$ cat src/rtl/matrix_result_drain.sv
// Latches the engine result vector on done_in and streams it as 32-bit beats, raw16 or quant8.
// First beat appears the cycle after done_in; one beat per cycle while out_ready, held stable otherwise.
module matrix_result_drain #(
   parameter int ELEMS = 64,
   parameter int RES_W = 16
) (
   input  logic                   HCLK,
   input  logic                   HRESETn,
   input  logic                   done_in,
   input  logic [ELEMS*RES_W-1:0] result_in,
   input  logic                   mode,
   input  logic [3:0]             shift,
   output logic                   out_valid,
   input  logic                   out_ready,
   output logic [31:0]            out_data,
   output logic                   out_last,
   output logic                   busy,
   output logic                   overrun,
   input  logic                   overrun_clr
);

   localparam int CNT_W = $clog2(ELEMS/2);

   typedef enum logic {IDLE = 1'b0, DRAIN = 1'b1} state_t;

   state_t                 state_q, state_d;
   logic [ELEMS*RES_W-1:0] buf_q, buf_d;
   logic                   mode_q, mode_d;
   logic [3:0]             shift_q, shift_d;
   logic [CNT_W-1:0]       cnt_q, cnt_d;
   logic [31:0]            out_data_q, out_data_d;
   logic                   out_last_q, out_last_d;
   logic                   overrun_q, overrun_d;

   logic             xfer, at_last, capture, drop;
   logic [CNT_W-1:0] last_idx, cnt_nxt;

   function automatic logic [CNT_W-1:0] last_beat(input logic m);
      return m ? CNT_W'(ELEMS/4 - 1) : CNT_W'(ELEMS/2 - 1);
   endfunction

   function automatic logic [31:0] beat_f(input logic [ELEMS*RES_W-1:0] v, input logic m,
                                          input logic [3:0] sh, input logic [CNT_W-1:0] k);
      logic [31:0]      r;
      logic [RES_W-1:0] e;
      logic [RES_W-1:0] y;
      int               idx;
      r   = '0;
      idx = int'(k);
      if (!m) begin
         r = v[idx*32 +: 32];
      end else begin
         for (int b = 0; b < 4; b++) begin
            e = v[(idx*4 + b)*RES_W +: RES_W];
            y = e >> sh;
            // Anything with bits above the low byte saturates to 0xFF.
            r[8*b +: 8] = (y[RES_W-1:8] != '0) ? 8'hFF : y[7:0];
         end
      end
      return r;
   endfunction

   always_comb begin
      last_idx = last_beat(mode_q);
      cnt_nxt  = cnt_q + 1'b1;
      xfer     = (state_q == DRAIN) && out_ready;
      at_last  = xfer && (cnt_q == last_idx);
      capture  = done_in && ((state_q == IDLE) || at_last);
      drop     = done_in && (state_q == DRAIN) && !at_last;
   end

   always_ff @(posedge HCLK or negedge HRESETn) begin
      if (!HRESETn) state_q <= IDLE;
      else          state_q <= state_d;
   end

   always_comb begin
      state_d = state_q;
      if (capture)      state_d = DRAIN;
      else if (at_last) state_d = IDLE;
   end

   always_comb begin
      out_valid = (state_q == DRAIN);
      busy      = (state_q == DRAIN);
      out_data  = out_data_q;
      out_last  = out_last_q;
      overrun   = overrun_q;
   end

   // Beat data is precomputed into a register so out_ready never reaches the outputs combinationally.
   always_comb begin
      buf_d      = buf_q;
      mode_d     = mode_q;
      shift_d    = shift_q;
      cnt_d      = cnt_q;
      out_data_d = out_data_q;
      out_last_d = out_last_q;
      if (capture) begin
         buf_d      = result_in;
         mode_d     = mode;
         shift_d    = shift;
         cnt_d      = '0;
         out_data_d = beat_f(result_in, mode, shift, {CNT_W{1'b0}});
         out_last_d = (last_beat(mode) == {CNT_W{1'b0}});
      end else if (at_last) begin
         cnt_d      = '0;
         out_data_d = '0;
         out_last_d = 1'b0;
      end else if (xfer) begin
         cnt_d      = cnt_nxt;
         out_data_d = beat_f(buf_q, mode_q, shift_q, cnt_nxt);
         out_last_d = (cnt_nxt == last_idx);
      end
      overrun_d = drop | (overrun_q & ~overrun_clr);
   end

   always_ff @(posedge HCLK or negedge HRESETn) begin
      if (!HRESETn) begin
         buf_q      <= '0;
         mode_q     <= 1'b0;
         shift_q    <= '0;
         cnt_q      <= '0;
         out_data_q <= '0;
         out_last_q <= 1'b0;
         overrun_q  <= 1'b0;
      end else begin
         buf_q      <= buf_d;
         mode_q     <= mode_d;
         shift_q    <= shift_d;
         cnt_q      <= cnt_d;
         out_data_q <= out_data_d;
         out_last_q <= out_last_d;
         overrun_q  <= overrun_d;
      end
   end

endmodule

$ cat config.mk
export PLATFORM = sky130hd
export DESIGN_NAME = matrix_result_drain
export DESIGN_NICKNAME = d
export VERILOG_FILES = /design/src/rtl/matrix_result_drain.sv
export SDC_FILE = /design/constraint.sdc
export NUM_CORES = 2
export LEC_CHECK = 0
export CORE_AREA = 2 2 420 422
export DETAILED_ROUTE_END_ITERATION = 6
export DIE_AREA = 0 0 422 424
export PLACE_DENSITY = 0.7
export SLEW_MARGIN = 25
export SYNTH_ARGS = -nofsm -noshare
export SYNTH_HDL_FRONTEND = slang
export SYNTH_SLANG_ARGS = --single-unit
$ cat constraint.sdc
create_clock -name HCLK -period 5.04 [get_ports HCLK]
set_input_delay 1.008 -clock HCLK [delete_from_list [all_inputs] [get_ports HCLK]]
set_output_delay 1.008 -clock HCLK [all_outputs]
set_load 0.05 [all_outputs]
After elaboration in Yosys (flattened, before gate mapping)

Index checks and enable logic that the tools add are counted.
Widths: inputs -> output; s select.

Output and inout bits: 36
Bits of input ports: 1034
Word-level logic and storage cells: 72
Flip-flop bits (word level): 1069

Bitwise logic cells: 4
Shifts and indexed selects: 13
Add/subtract/negate cells: 4
Reductions and logical operators: 18
Equality and inequality tests: 2
Mux-type cells: 23

Operators with widths:

| kind                | count |
|---|---|
| $shiftx 1024x13->16 | 3 |
| $shiftx 1024x11->32 | 1 |
| $shiftx 1024x12->16 | 1 |
| $mux 32             | 5 |
| $shr 16x4->16       | 8 |
| $mux 8              | 8 |
| $reduce_bool 8->1   | 8 |
| $mux 5              | 5 |
| $add 7x2->8 const B | 2 |
| $eq 5x5->1          | 2 |
| $add 7x1->8 const B | 1 |
| $add 5x1->5 const B | 1 |
| $logic_and 1x1->1   | 5 |
| $logic_not 5->1     | 1 |
| $mux 1              | 5 |
| $reduce_bool 3->1   | 1 |
| $not 1->1           | 2 |
| $reduce_bool 2->1   | 1 |
| $and 1x1->1         | 1 |
| $logic_not 1->1     | 1 |
| $logic_or 1x1->1    | 1 |
| $or 1x1->1          | 1 |

Longest topological paths before layout

Depth after elaboration: 10
Mapped depth: 21
Depth with buffers taken out: 11

Worst setup path after synthesis

Ideal clock, no wire load.

Kind: reg2reg
From: register cnt_q[0]
To: register out_data_q[20] (netlist: out_data[20])
Library setup time: 0.135 ns
Data required time: 4.905 ns
Buffers on the path: 11
Period minus slack after synthesis: 5.118 ns
Arrival: 4.983 ns
Setup slack: -0.078 ns
Stages on the path, launching flop included: 20
Cell sequence: dfrtp_1 -> buf_2 -> buf_2 -> inv_2 -> clkbuf_1 -> buf_2 -> ha_1 -> buf_2 -> buf_2 -> buf_2 -> buf_2 -> buf_2 -> buf_2 -> buf_1 -> mux4_2 -> mux4_2 -> nor2_1 -> nor2_1 -> o21ai_0 -> o211ai_1

Cells in the longest elaborated chain, start to end: 10
Elaborated cells on any way between the ends: 16
Classes of those cells: add/sub: 2; eq/ne: 1; shift: 3; mux: 5; reduce/logical: 5

Ends and longest elaborated chain:

| item                   | RTL line | source |
|---|---|---|
| start, declared        | 30       | `logic [CNT_W-1:0] cnt_q, cnt_d;` |
| start signal, assigned | 131      | `cnt_q <= cnt_d;` |
| $add 5x1->5            | 65       | `cnt_nxt = cnt_q + 1'b1;` |
| $add 7x2->8            | 54       | `e = v[(idx*4 + b)*RES_W +: RES_W];` |
| $shiftx 1024x13->16    | 54       |  |
| $shr 16x4->16          | 55       | `y = e >> sh;` |
| $reduce_bool 8->1      | 57       | `r[8*b +: 8] = (y[RES_W-1:8] != '0) ? 8'hFF : y[7:0];` |
| $mux 8                 | 57       |  |
| $mux 32                | 50       | `if (!m) begin` |
| $mux 32                | 110      | `end else if (xfer) begin` |
| $mux 32                | 106      | `end else if (at_last) begin` |
| $mux 32                | 99       | `if (capture) begin` |
| end signal, assigned   | 132      | `out_data_q <= out_data_d;` |
| end, declared          | 31       | `logic [31:0] out_data_q, out_data_d;` |

Parallel ways exist; a longest one is shown, timed or not. The select of a mux whose other input is x is not followed.
A chain may end at the register's enable or synchronous reset.

Worst setup path in the final report

From: register cnt_q[0]
To: register out_data_q[26] (netlist: out_data[26])

Same word-level chain as after synthesis.

==> results.md <==
- The number of antenna violations at the first check in global routing came to 62.
- The post-CTS clock slew at the launch and capture registers of the worst setup and hold paths is around 0.08 ns.
- The final count of negative-setup-slack endpoints is 0.
- Across the routed clock network, the largest skew measured is 0.08005 ns.
- The worst relative slew slack is 0.2501.
- The maximum number of pins on one net before global-route repair is approximately 140.
- For this design, the CTS-stage hold fixing added 0 buffers.
- The maximum clock rate is 0.2083 GHz.
- Among the stages of the critical path, the cell type that occurs most often is sky130_fd_sc_hd__mux2i_1.
- The sequential cell area is 26760 sq um.
- The area added between synthesis and finish is 28.99%.
- Data on the critical path is required at its endpoint by 5.70 ns.
- During I/O placement, the number of pins put on the boundary was 1070.
- The buffer count from post-CTS setup fixing is 0.
- The detail route stage leaves a number of antenna-violating nets equal to 0.
- The count of maximum capacitance violations is 0.
- The post-synthesis net count is ~7400.
- Of the available clock period, the critical path in the final layout requires 0.9527.
- In this run the vertical extent of the chip is 424 microns.
- The final count of hold timing violations is 0.
- The signal on the critical path passes through ha_1, xor2_4, buf_12, buf_6, mux2i_1, mux2i_1, mux2i_1, nor4_1, a221oi_1, o211ai_1, o311ai_1, nand3_1.
- The kind of path behind the tightest hold check is in -> async.
- The root buffer cell is sky130_fd_sc_hd__clkbuf_16.
- The number of remaining DRC errors is 0.
- Dividing total power by cell area gives a power density of 661.6 nW/um^2.
- In this run the horizontal extent of the chip is 422 microns.
- The maximum buffer depth of the clock tree is 3.
- The core area is 175000 sq um.
- Among all stages on the critical path, the largest delay is contributed by sky130_fd_sc_hd__mux2i_1.
- Of the post-synthesis cell area, the dominant cell type holds 0.4345.
- Summing over every cut layer, the via total after detailed routing is 56350.
- Port buffering added 1069 buffers.
- The biggest area contributor in the post-synthesis netlist is sky130_fd_sc_hd__dfrtp_1.
- In the final layout, the share of cells above drive strength 1 is 0.1472.
- The initial core utilization is 0.3519.
- The data arrival time of the critical path is 5.46 ns.
- The wire length per cell after detailed routing is 31.08 microns.
- Fill cells in the final layout number 16740.
- The global-route wire length before repair is about 420000 microns.
- Subtracting the final worst setup slack from the clock period gives 4.801 ns.
- In this run the mean area of a mapped cell was 9.680 sq um.
- The number of instances in the synthesized netlist is 6360.
- The row count is 154.
- The CTS tree is done.
- The placed wire-length estimate after detailed placement is 240900 microns.
- Setup repair after global routing left no endpoint under its margin.
- Of the synthesized area, sequential elements account for 0.4345.
- The number of warnings printed during yosys synthesis is 0.
- The final net count is a little over 8000.
- The cell area that synthesis handed to floorplanning was 61570 sq um.
- For this run the aggregate overflow at the end of global routing stands at 0.
- Dividing the detail-routed via count by the number of cells gives 5.796.
- The top cell types in the final layout, fill and taps aside, are sky130_fd_sc_hd__nand2_1, sky130_fd_sc_hd__dfrtp_1, sky130_fd_sc_hd__clkdlybuf4s50_1, sky130_fd_sc_hd__mux4_2, sky130_fd_sc_hd__mux2i_1.
- The flow ran to the end, and the final reports show no timing, DRC or antenna violations.
- The maximum vdd drop is 0.0004141 V.
- The die covers ~180000 sq um.
- The detailed router finished its first iteration with 7640 violations.
- The deepest level of the CTS H-tree is 3.
- At the pin with the least slew margin, the transition time is roughly 1.1 ns.
- Setup total negative slack on the finished layout was measured at 0 ns.
- For this run, the slowest stage of the critical path takes between 0.5 and 0.6 ns.
- For the worst-skew pair, the clock arrives at the later sink with an insertion delay of 0.80 ns.
- The kind of start point of the critical path is a register.
- The overall track demand over capacity in global routing is 0.3318.
- In the post-synthesis netlist, the biggest area contributors are sky130_fd_sc_hd__dfrtp_1, sky130_fd_sc_hd__mux4_2, sky130_fd_sc_hd__nand2_1.
- After synthesis the netlist holds a flip-flop and latch count of 1069.
- The number of CTS-inserted buffers is 119.
- The number of global-route vias before repair came to 56060.
- Summed over all cells, the static leakage comes to roughly 36 nW.
- The category of the critical setup timing path is reg -> reg.
- The final weighted congestion of routability-driven global placement is 1.018.
- The library cell used most frequently in the layout, excluding fill and tap cells, is sky130_fd_sc_hd__nand2_1.
- The synthesized netlist contains 79 unique library cells.
- The endpoint class of the critical path is a register.
- The share of async-settable or async-resettable flops after synthesis is 1.000.
- CTS saw ~1100 sinks.
- The number of enable-type register cells in the synthesized netlist is 0.
- The final layout contains routed wiring with a total length of 302200 microns.
- The multi-input combinational cells in the finished layout cover a total of ~33000 sq um.
- The first detailed-routing pass ran for 5 iterations.
- The max-slew violation count is 0.
- Of all nets on the critical path, the largest fanout is 39.
- Hold timing on the final database bottoms out at a slack of approximately 0.33 ns.
- The most used flip-flop cell after synthesis is sky130_fd_sc_hd__dfrtp_1.
==> worst paths after layout <==
| path | startpoint | slack, ns | endpoint | cells past startpoint |
|---|---|---|---|---|
| worst min register to register | out_last | 0.49 | out_last | 2 |
| worst max register to register | cnt_q[0] | 0.24 | out_data[26] | 12 |
| min in group HCLK | out_last | 0.49 | out_last | 2 |
| worst max-delay path | cnt_q[0] | 0.24 | out_data[26] | 12 |
| max in group asynchronous | HRESETn | 3.44 | buf_q[890] | 2 |
| worst min-delay path | HRESETn | 0.33 | buf_q[254] | 1 |
==> state kept, by name, summed over array words and instances, names as in the netlist <==
name	flops
buf_q	1024
busy	1
cnt_q	5
mode_q	1
out_data	32
out_last	1
overrun	1
shift_q	4
==> report_power, final <==
| group | switching (mW) | total, mW | leakage (nW) | internal, mW |
|---|---|---|---|---|
| Combinational | 15.0 | 27.1 | 20.8 | 12.1 |
| Clock | 3.97 | 9.34 | 2.05 | 5.36 |
| Sequential | 3.98 | 16.1 | 13.4 | 12.1 |
| Total | 23.0 | 52.5 | 36.3 | 29.6 |
==> timing repair <==
item                                    CTS  global route
endpoints found under the setup margin    0             3
endpoints found under the hold margin     0             0
gates resized for setup                   0             3
==> synth_stat cells (all sizes together) (5+ instances only) <==
master,count
mux2i,210
nand2b,6
inv,17
a211oi,11
o21a,12
nor4,5
clkbuf,329
nor2b,9
nand2,3221
buf,149
o21ai,115
o22ai,9
mux4,615
nor2,170
nand3,24
dfrtp,1069
nand4,5
o32ai,7
o221ai,19
or2,6
or3,6
a211o,5
a2bb2oi,6
a21oi,80
a311oi,8
and3,9
o31ai,5
a22o,6
a22oi,24
a221oi,19
o211ai,24
and2,7
mux2,50
a31oi,16
nor3,19
a221o,11
==> metal layers <==
layer / track usage / up-vias / wire length [microns]
li1: - / 23590 / -
met1: 0.4398 / 28870 / 118200
met2: 0.4812 / 3260 / 130800
met3: 0.09728 / 616 / 32310
met4: 0.1977 / 16 / 20740
met5: 0 / - / 102
==> worst max-delay path, delay by kind of cell, from the launching register on <==
family | cells | cell delay [ns]
adder cells (fa/ha/maj) | 1 | 0.31
XOR/XNOR | 1 | 0.36
AND/OR/NAND/NOR | 2 | 0.21
buffers and inverters | 2 | 0.67
flip-flops | 1 | 0.57
multiplexers | 3 | 1.28
AO/OA/AOI/OAI | 3 | 1.24
==> through the flow <==
step	power, mW	worst slack, ns	cell area [sq um]	util	cells
2_1_floorplan	31.07	0.03208	61570	-	6360
3_3_place_gp	42.11	0.3216	75150	0.4295	9468
3_5_place_dp	42.49	0.2643	75150	0.4295	9468
4_1_cts	51.93	0.2193	79320	0.4534	9689
5_1_grt	54.67	0.08453	79400	0.4538	9716
6_report	52.54	0.2385	79410	0.4539	9722
==> final cells by class <==
class	instances	share of cell area
timing repair buffer	1246	0.1577
clock inverter	60	0.009752
inverter	19	0.0008980
clock buffer	161	0.04276
tap	2340	0.03687
sequential	1069	0.3369
antenna	33	0.001040
multi-input combinational	4794	0.4141
==> kinds of logic (layout without fill, tap and decap cells) <==
family | count (synthesis) | count (layout) | share of synthesized area
AND/OR/NAND/NOR | 3493 | 3493 | 0.2164
flip-flops | 1069 | 1069 | 0.4345
multiplexers | 875 | 875 | 0.2683
buffers and inverters | 497 | 1486 | 0.03319
AO/OA/AOI/OAI | 417 | 417 | 0.04568
XOR/XNOR | 7 | 7 | 0.001545
adder cells (fa/ha/maj) | 2 | 2 | 0.0004064
other | 0 | 33 | 0
(Power assumes the default switching activity.)
